`src/rtl/ksa_sub_pipe.sv`:
```
// Three-stage Kogge-Stone subtractor D = A - B - Bi with borrow-out, signed overflow and zero flags; latency 3, one beat per clock.
// A single global enable (out_ready | ~out_valid) advances every stage; a stalled output freezes the whole pipe and drops in_ready.
module ksa_sub_pipe #(
    parameter int W = 16
) (
    input  logic         clk,
    input  logic         rst_n,
    input  logic         in_valid,
    output logic         in_ready,
    input  logic [W-1:0] A,
    input  logic [W-1:0] B,
    input  logic         Bi,
    output logic         out_valid,
    input  logic         out_ready,
    output logic [W-1:0] D,
    output logic         Bo,
    output logic         Ovf,
    output logic         Z
);

    localparam int L  = $clog2(W);
    localparam int L1 = (L + 1) / 2;

    // stage 1: bitwise propagate/generate of A + ~B + ~Bi
    logic         r1_v;
    logic [W-1:0] r1_p;
    logic [W-1:0] r1_g;
    logic         r1_ci;
    logic         r1_as;
    logic         r1_bs;

    // stage 2: lower half of the prefix levels
    logic         r2_v;
    logic [W-1:0] r2_p;
    logic [W-1:0] r2_gp;
    logic [W-1:0] r2_pp;
    logic         r2_ci;
    logic         r2_as;
    logic         r2_bs;

    // stage 3: registered results driving the outputs
    logic         r3_v;
    logic [W-1:0] r3_d;
    logic         r3_bo;
    logic         r3_ovf;
    logic         r3_z;

    logic         w_adv;
    logic [W-1:0] w_p1;
    logic [W-1:0] w_g1;
    logic [W-1:0] w_g2;
    logic [W-1:0] w_p2;
    logic [W-1:0] w_g3;
    logic [W-1:0] w_p3;
    logic [W-1:0] w_cf;
    logic [W-1:0] w_d;
    logic         w_bo;
    logic         w_ovf;
    logic         w_z;

    assign w_adv    = out_ready | ~r3_v;
    assign in_ready = w_adv;

    assign w_p1 = A ^ ~B;
    assign w_g1 = A & ~B;

    // Each level is a whole-vector span-2^k combine; the shift feeds zeros
    // (G) or ones (P) into the low bits so those positions pass through.
    always_comb begin
        w_g2 = r1_g;
        w_p2 = r1_p;
        for (int k = 0; k < L1; k++) begin
            w_g2 = w_g2 | (w_p2 & (w_g2 << (1 << k)));
            w_p2 = w_p2 & ~((~w_p2) << (1 << k));
        end
    end

    always_comb begin
        w_g3 = r2_gp;
        w_p3 = r2_pp;
        for (int k = L1; k < L; k++) begin
            w_g3 = w_g3 | (w_p3 & (w_g3 << (1 << k)));
            w_p3 = w_p3 & ~((~w_p3) << (1 << k));
        end
    end

    assign w_cf  = w_g3 | (w_p3 & {W{r2_ci}});
    assign w_d   = r2_p ^ {w_cf[W-2:0], r2_ci};
    assign w_bo  = ~w_cf[W-1];
    assign w_ovf = (r2_as ^ r2_bs) & (r2_as ^ w_d[W-1]);
    assign w_z   = ~|w_d;

    always_ff @(posedge clk) begin
        if (!rst_n) begin
            r1_v   <= 1'b0;
            r2_v   <= 1'b0;
            r3_v   <= 1'b0;
            r3_d   <= '0;
            r3_bo  <= 1'b0;
            r3_ovf <= 1'b0;
            r3_z   <= 1'b0;
        end else if (w_adv) begin
            r1_v   <= in_valid;
            r2_v   <= r1_v;
            r3_v   <= r2_v;
            r3_d   <= w_d;
            r3_bo  <= w_bo;
            r3_ovf <= w_ovf;
            r3_z   <= w_z;
        end
    end

    // Interior data carries no reset: it is only observed behind a valid bit.
    always_ff @(posedge clk) begin
        if (w_adv) begin
            r1_p  <= w_p1;
            r1_g  <= w_g1;
            r1_ci <= ~Bi;
            r1_as <= A[W-1];
            r1_bs <= B[W-1];
            r2_p  <= r1_p;
            r2_gp <= w_g2;
            r2_pp <= w_p2;
            r2_ci <= r1_ci;
            r2_as <= r1_as;
            r2_bs <= r1_bs;
        end
    end

    assign out_valid = r3_v;
    assign D         = r3_d;
    assign Bo        = r3_bo;
    assign Ovf       = r3_ovf;
    assign Z         = r3_z;

endmodule

```
`config.mk`:
```
export PLATFORM = sky130hd
export DESIGN_NAME = ksa_sub_pipe
export DESIGN_NICKNAME = d
export VERILOG_FILES = /design/src/rtl/ksa_sub_pipe.sv
export SDC_FILE = /design/constraint.sdc
export NUM_CORES = 1
export LEC_CHECK = 0
export CAP_MARGIN = 20
export CELL_PAD_IN_SITES_DETAIL_PLACEMENT = 0
export CELL_PAD_IN_SITES_GLOBAL_PLACEMENT = 1
export CORE_UTILIZATION = 33
export CTS_BUF_LIST = sky130_fd_sc_hd__clkbuf_2 sky130_fd_sc_hd__clkbuf_4 sky130_fd_sc_hd__clkbuf_8
export CTS_CLUSTER_DIAMETER = 200
export DETAILED_ROUTE_END_ITERATION = 8
export PLACE_DENSITY = 0.63
export SYNTH_ARGS = -nofsm -noshare
export SYNTH_HDL_FRONTEND = slang
export SYNTH_SLANG_ARGS = --single-unit
```
`constraint.sdc`:
```
create_clock -name clk -period 13.9 [get_ports clk]
set_clock_uncertainty 0.1 [all_clocks]
set_input_delay 2.78 -clock clk [delete_from_list [all_inputs] [get_ports clk]]
set_output_delay 2.78 -clock clk [all_outputs]
set_load 0.05 [all_outputs]
```
# Word level (Yosys, flattened, before mapping)
# Index checks and enable logic that the tools add are counted.
dict set report word_totals {
  input_bits 37
  ram_bits 0
  out_inout_bits 21
  mem_bits_ro 0
  word_cells 53
  n_memories 0
  reg_bits 108
  latch_bits 0
}
dict set report op_classes {
  n_mul 0
  eq_ne 0
  addsub 0
  n_reduce_logical 2
  n_mux 0
  n_div 0
  magnitude_cmp 0
  bitwise_logic 33
  shifts 0
}
# operator n
set op_table {}
lappend op_table {{$and A16 B16 Y16} 10}
lappend op_table {{$not A16 Y16} 5}
lappend op_table {{$or A16 B16 Y16} 5}
lappend op_table {{$xor A16 B16 Y16} 2}
lappend op_table {{$reduce_or A16 Y1} 1}
lappend op_table {{$not A15 Y15} 1}
lappend op_table {{$not A14 Y14} 1}
lappend op_table {{$not A12 Y12} 1}
lappend op_table {{$not A8 Y8} 1}
lappend op_table {{$not A1 Y1} 3}
lappend op_table {{$xor A1 B1 Y1} 2}
lappend op_table {{$and A1 B1 Y1} 1}
lappend op_table {{$logic_not A1 Y1} 1}
lappend op_table {{$or A1 B1 Y1} 1}

# Longest topological paths before layout
dict set report logic_depth {
  ltp_word 11
  ltp_mapped 8
  depth_no_buf 7
}

# Worst setup path after synthesis
# No wires, ideal clock.
dict set report synth_timing {
  path_type {input port to output port}
  startpoint {input port out_ready}
  endpoint {output port in_ready}
  n_path_buf 2
  setup_slack_ps 5087
  required_ps 11020
  arrival_time_ps 5933
  cell_stages 4
  cell_sequence {nor2b_1 > clkbuf_1 > inv_1 > clkbuf_1}
}
dict set report synth_between {
  elab_chain_cells 1
}
# item line_no
set synth_rtl {}
lappend synth_rtl {{start: declaration} 14} ;# input logic out_ready,
lappend synth_rtl {{$or A1 B1 Y1} 61} ;# assign w_adv = out_ready | ~r3_v;
lappend synth_rtl {{end: declaration} 9} ;# output logic in_ready,
# No other way between the ends.

# Worst setup path in the final report
# Same ends and word-level chain as after synthesis.

==> impl_metrics.yaml <==
outcome:
  status: "finished clean"
sta:
  worst_pin_slew_ns: 0.890
  finalSetupViolCount: 0
  fin_setup_tns_ns: 0
  period_needed_ns: 7.76
  post-route-period-util_pct: 55.8
  grt_setup_unrepaired: "no"
  fmax_mhz: 129
  finalHoldViolations: 0
  drv_slew: 0
  relSlewSlack_pct: 40.7
  fin_ws_ns: 6.14
synthesis:
  syn-cell-area_um2: 4350
  syn_area_per_cell_um2: 13.2
  synth_top_family_by_area: "compound AO/OA/AOI/OAI gates"
  synthDistinctLibCells: 33
  synth_cells: 329
  yosysWarnings: 0
  synth-edff-count: 85
  synth_compound_area_share_pct: 12.2
  yosysSeqAreaShare_pct: 68.8
  synth_nets: 383
  synth-simple-area-share_pct: 8.71
  ys_ff_latch: 107
  synthXorXnorAreaFrac_pct: 3.02
  netlist.area_leader.share_pct: 58.6
  netlist_top_cells_area: "edfxtp_1, dfxtp_1, ha_1, nand2_1, a21o_1"
  synth_ff_type: "edfxtp_1"
  yosys.area.top_type: "edfxtp_1"
  yosys.area_share.adder_pct: 4.89
  synth.area.mux_share_pct: 0
  synthArstFlopShare_pct: 0
setup_path:
  crit_path_start_kind: "primary input"
  r2r.worst_path.cells: 4
  crit_arrival_ns: 4.88
  worstPathMaxFanout: 35
  end_kind: "output pin"
  rrSetupSlack_ns: 11.57
  critical_path_class: "primary input to output pin"
  startpoint: "out_ready"
  worstReg2RegStart: "out_valid"
  cp.required_ns: 11.02
  rr_endpoint: "r1_g[4]"
  crit_path_end: "in_ready"
global_routing:
  grt_antenna_before_repair: 0
  grt_util_all_layers_pct: 11.9
  grt_pass1_wl_um: 12300
  grt_max_degree: 73
  grt_pass1_vias: 2503
  overflow: 0
power:
  swShare_pct: 27.6
  p_int_w: 0.000518
  power_w: 0.000715
  seqPwrFrac_pct: 57.0
  p_comb_share_pct: 16.4
  ir_drop_uv: 47.1
  netSwitchingPower_w: 0.000197
  pwr-share-clk_pct: 26.7
  leakagePower_nw: 2.14
  powerDensity_nw_per_um2: 135
place:
  gp_congestion: 0.728
  pre_cts_ws_ns: 6.09
  place_inst: 552
  placedInstanceArea_um2: 5120
  dp_hpwl_um: 5180
  port_buffers: 57
floorplan:
  dieHeight_um: 117
  core_um2: 12700
  die_w_um: 117
  io_pins: 58
  dieArea_um2: 13700
  std_cell_rows: 41
  start_util_pct: 34.2
cts:
  clkSinkCount: 107
  cts_buffer_depth: 2
  cts_tree: "built"
  clockRootBuffer: "clkbuf_8"
  cts_resized: 0
  clock_latency_ns: 0.38
  cts_setup_buffers: 0
  clkSlewWorstSetupHoldPaths_ns: 0.10
  ctsHoldBuffers: 0
  cts_buffers: 9
  htreeDepth: 3
drt:
  drt_iter0_drc: 163
  avgViaCountPerCell: 4.49
  wl_um: 7380
  postRouteAntennaNets: 0
  routed-via-count: 2550
  dr.pass1.iters: 4
  drc_errors: 0
  routedWlPerCell_um: 13.0
worst_hold_path:
  min_path_cells: 0
  worstHoldPathType: "flip-flop to flip-flop"
  min_from: "r1_as"
flow_run:
  max_cap_violations: 0
final_layout:
  final_nets: 445
  num-fill-cells: 1260
  drive_gt1_share_pct: 5.81
  layout_commonest_cell: "edfxtp_1"
  multi_input_area_um2: 1250
  seq_area_um2: 2990
  diodes: 0
  mostFrequentLayoutCells: "edfxtp_1, clkdlybuf4s50_1, nand2_1"
  fin_cells: 568
  finish.instance_area_um2: 5320
  area_growth_pct: 22.2
## worst max-delay path: stages
cell and delay (ns):
clkdlybuf4s50_1 0.40, nor2b_1 0.11, buf_4 0.27, clkinv_2 0.46, clkdlybuf4s50_1 0.85
## power groups by stage
stage,registers [W],logic [W],clock network (W)
after CTS,0.000408,0.000119,0.000197
after global routing,0.000413,0.000129,0.000211
after global placement,0.000415,0.000117,0
final,0.000408,0.000117,0.000191
after detailed placement,0.000416,0.000118,0
after floorplan,0.000437,0.0000492,0
## how the worst min path moves through the flow
stage,to,slack [ns]
3_3_place_gp,r2_bs,0.31
6_report,r2_as,0.33
4_1_cts,r2_as,0.33
5_1_grt,r2_as,0.34
3_5_place_dp,r2_as,0.31
2_1_floorplan,r2_as,0.30
## cell type report
class                   count  share of cell area (%)
multi-input cells         196                    23.6
well taps                 172                    4.05
flip-flops and latches    107                    56.3
clock buffers               9                    2.33
inverters                  18                    1.29
repair buffers             59                    11.0
clock inverters             7                    1.44
## stage by stage
stage               hold WS (ns)  utilization, %
global route               0.340            41.8
CTS                        0.335            41.8
detailed placement         0.308            40.2
global placement           0.307            40.2
finish                     0.333            41.8
floorplan                  0.300               -
## kinds of logic (layout without fill, tap and decap cells)
group | Yosys count | count (layout)
XOR/XNOR | 15 | 15
flip-flops | 107 | 107
buffers and inverters | 26 | 93
AO/OA/AOI/OAI | 78 | 78
adder cells (fa/ha/maj) | 17 | 17
AND/OR/NAND/NOR | 86 | 86
## synthesized netlist by cell type (2+ instances only)
library cell and count:
edfxtp_1 85, nand2_1 51, dfxtp_1 22, a21o_1 18
inv_1 18, a21boi_0 17, ha_1 17, a21oi_1 14
nor2_1 14, o21ai_0 11, xor2_1 8, clkbuf_1 7
xnor2_1 7, o21bai_1 6, nor2b_1 5, a211oi_1 4
nand2b_1 3, a21oi_2 2, and2_1 2, and3_1 2
nand3b_1 2, nor4_1 2, or3_1 2
## state kept, by name (all words and copies together), names as in the netlist, 15 cells and up
name and cells:
D 16, r1_g 16, r1_p 16, r2_gp 16, r2_p 16, r2_pp 15
## per-layer routing
| metal | track usage (%) | up-vias | share of wire (%) | wire length (um) |
|---|---|---|---|---|
| met5 | 0 | - | 0 | 0 |
| met4 | 5.82 | 0 | 2.2 | 163 |
| met3 | 2.47 | 12 | 4.5 | 335 |
| met2 | 18.0 | 61 | 44 | 3220 |
| met1 | 16.3 | 1182 | 50 | 3660 |
| li1 | - | 1295 | - | - |
No activity file was read; power rests on OpenSTA's default activity.
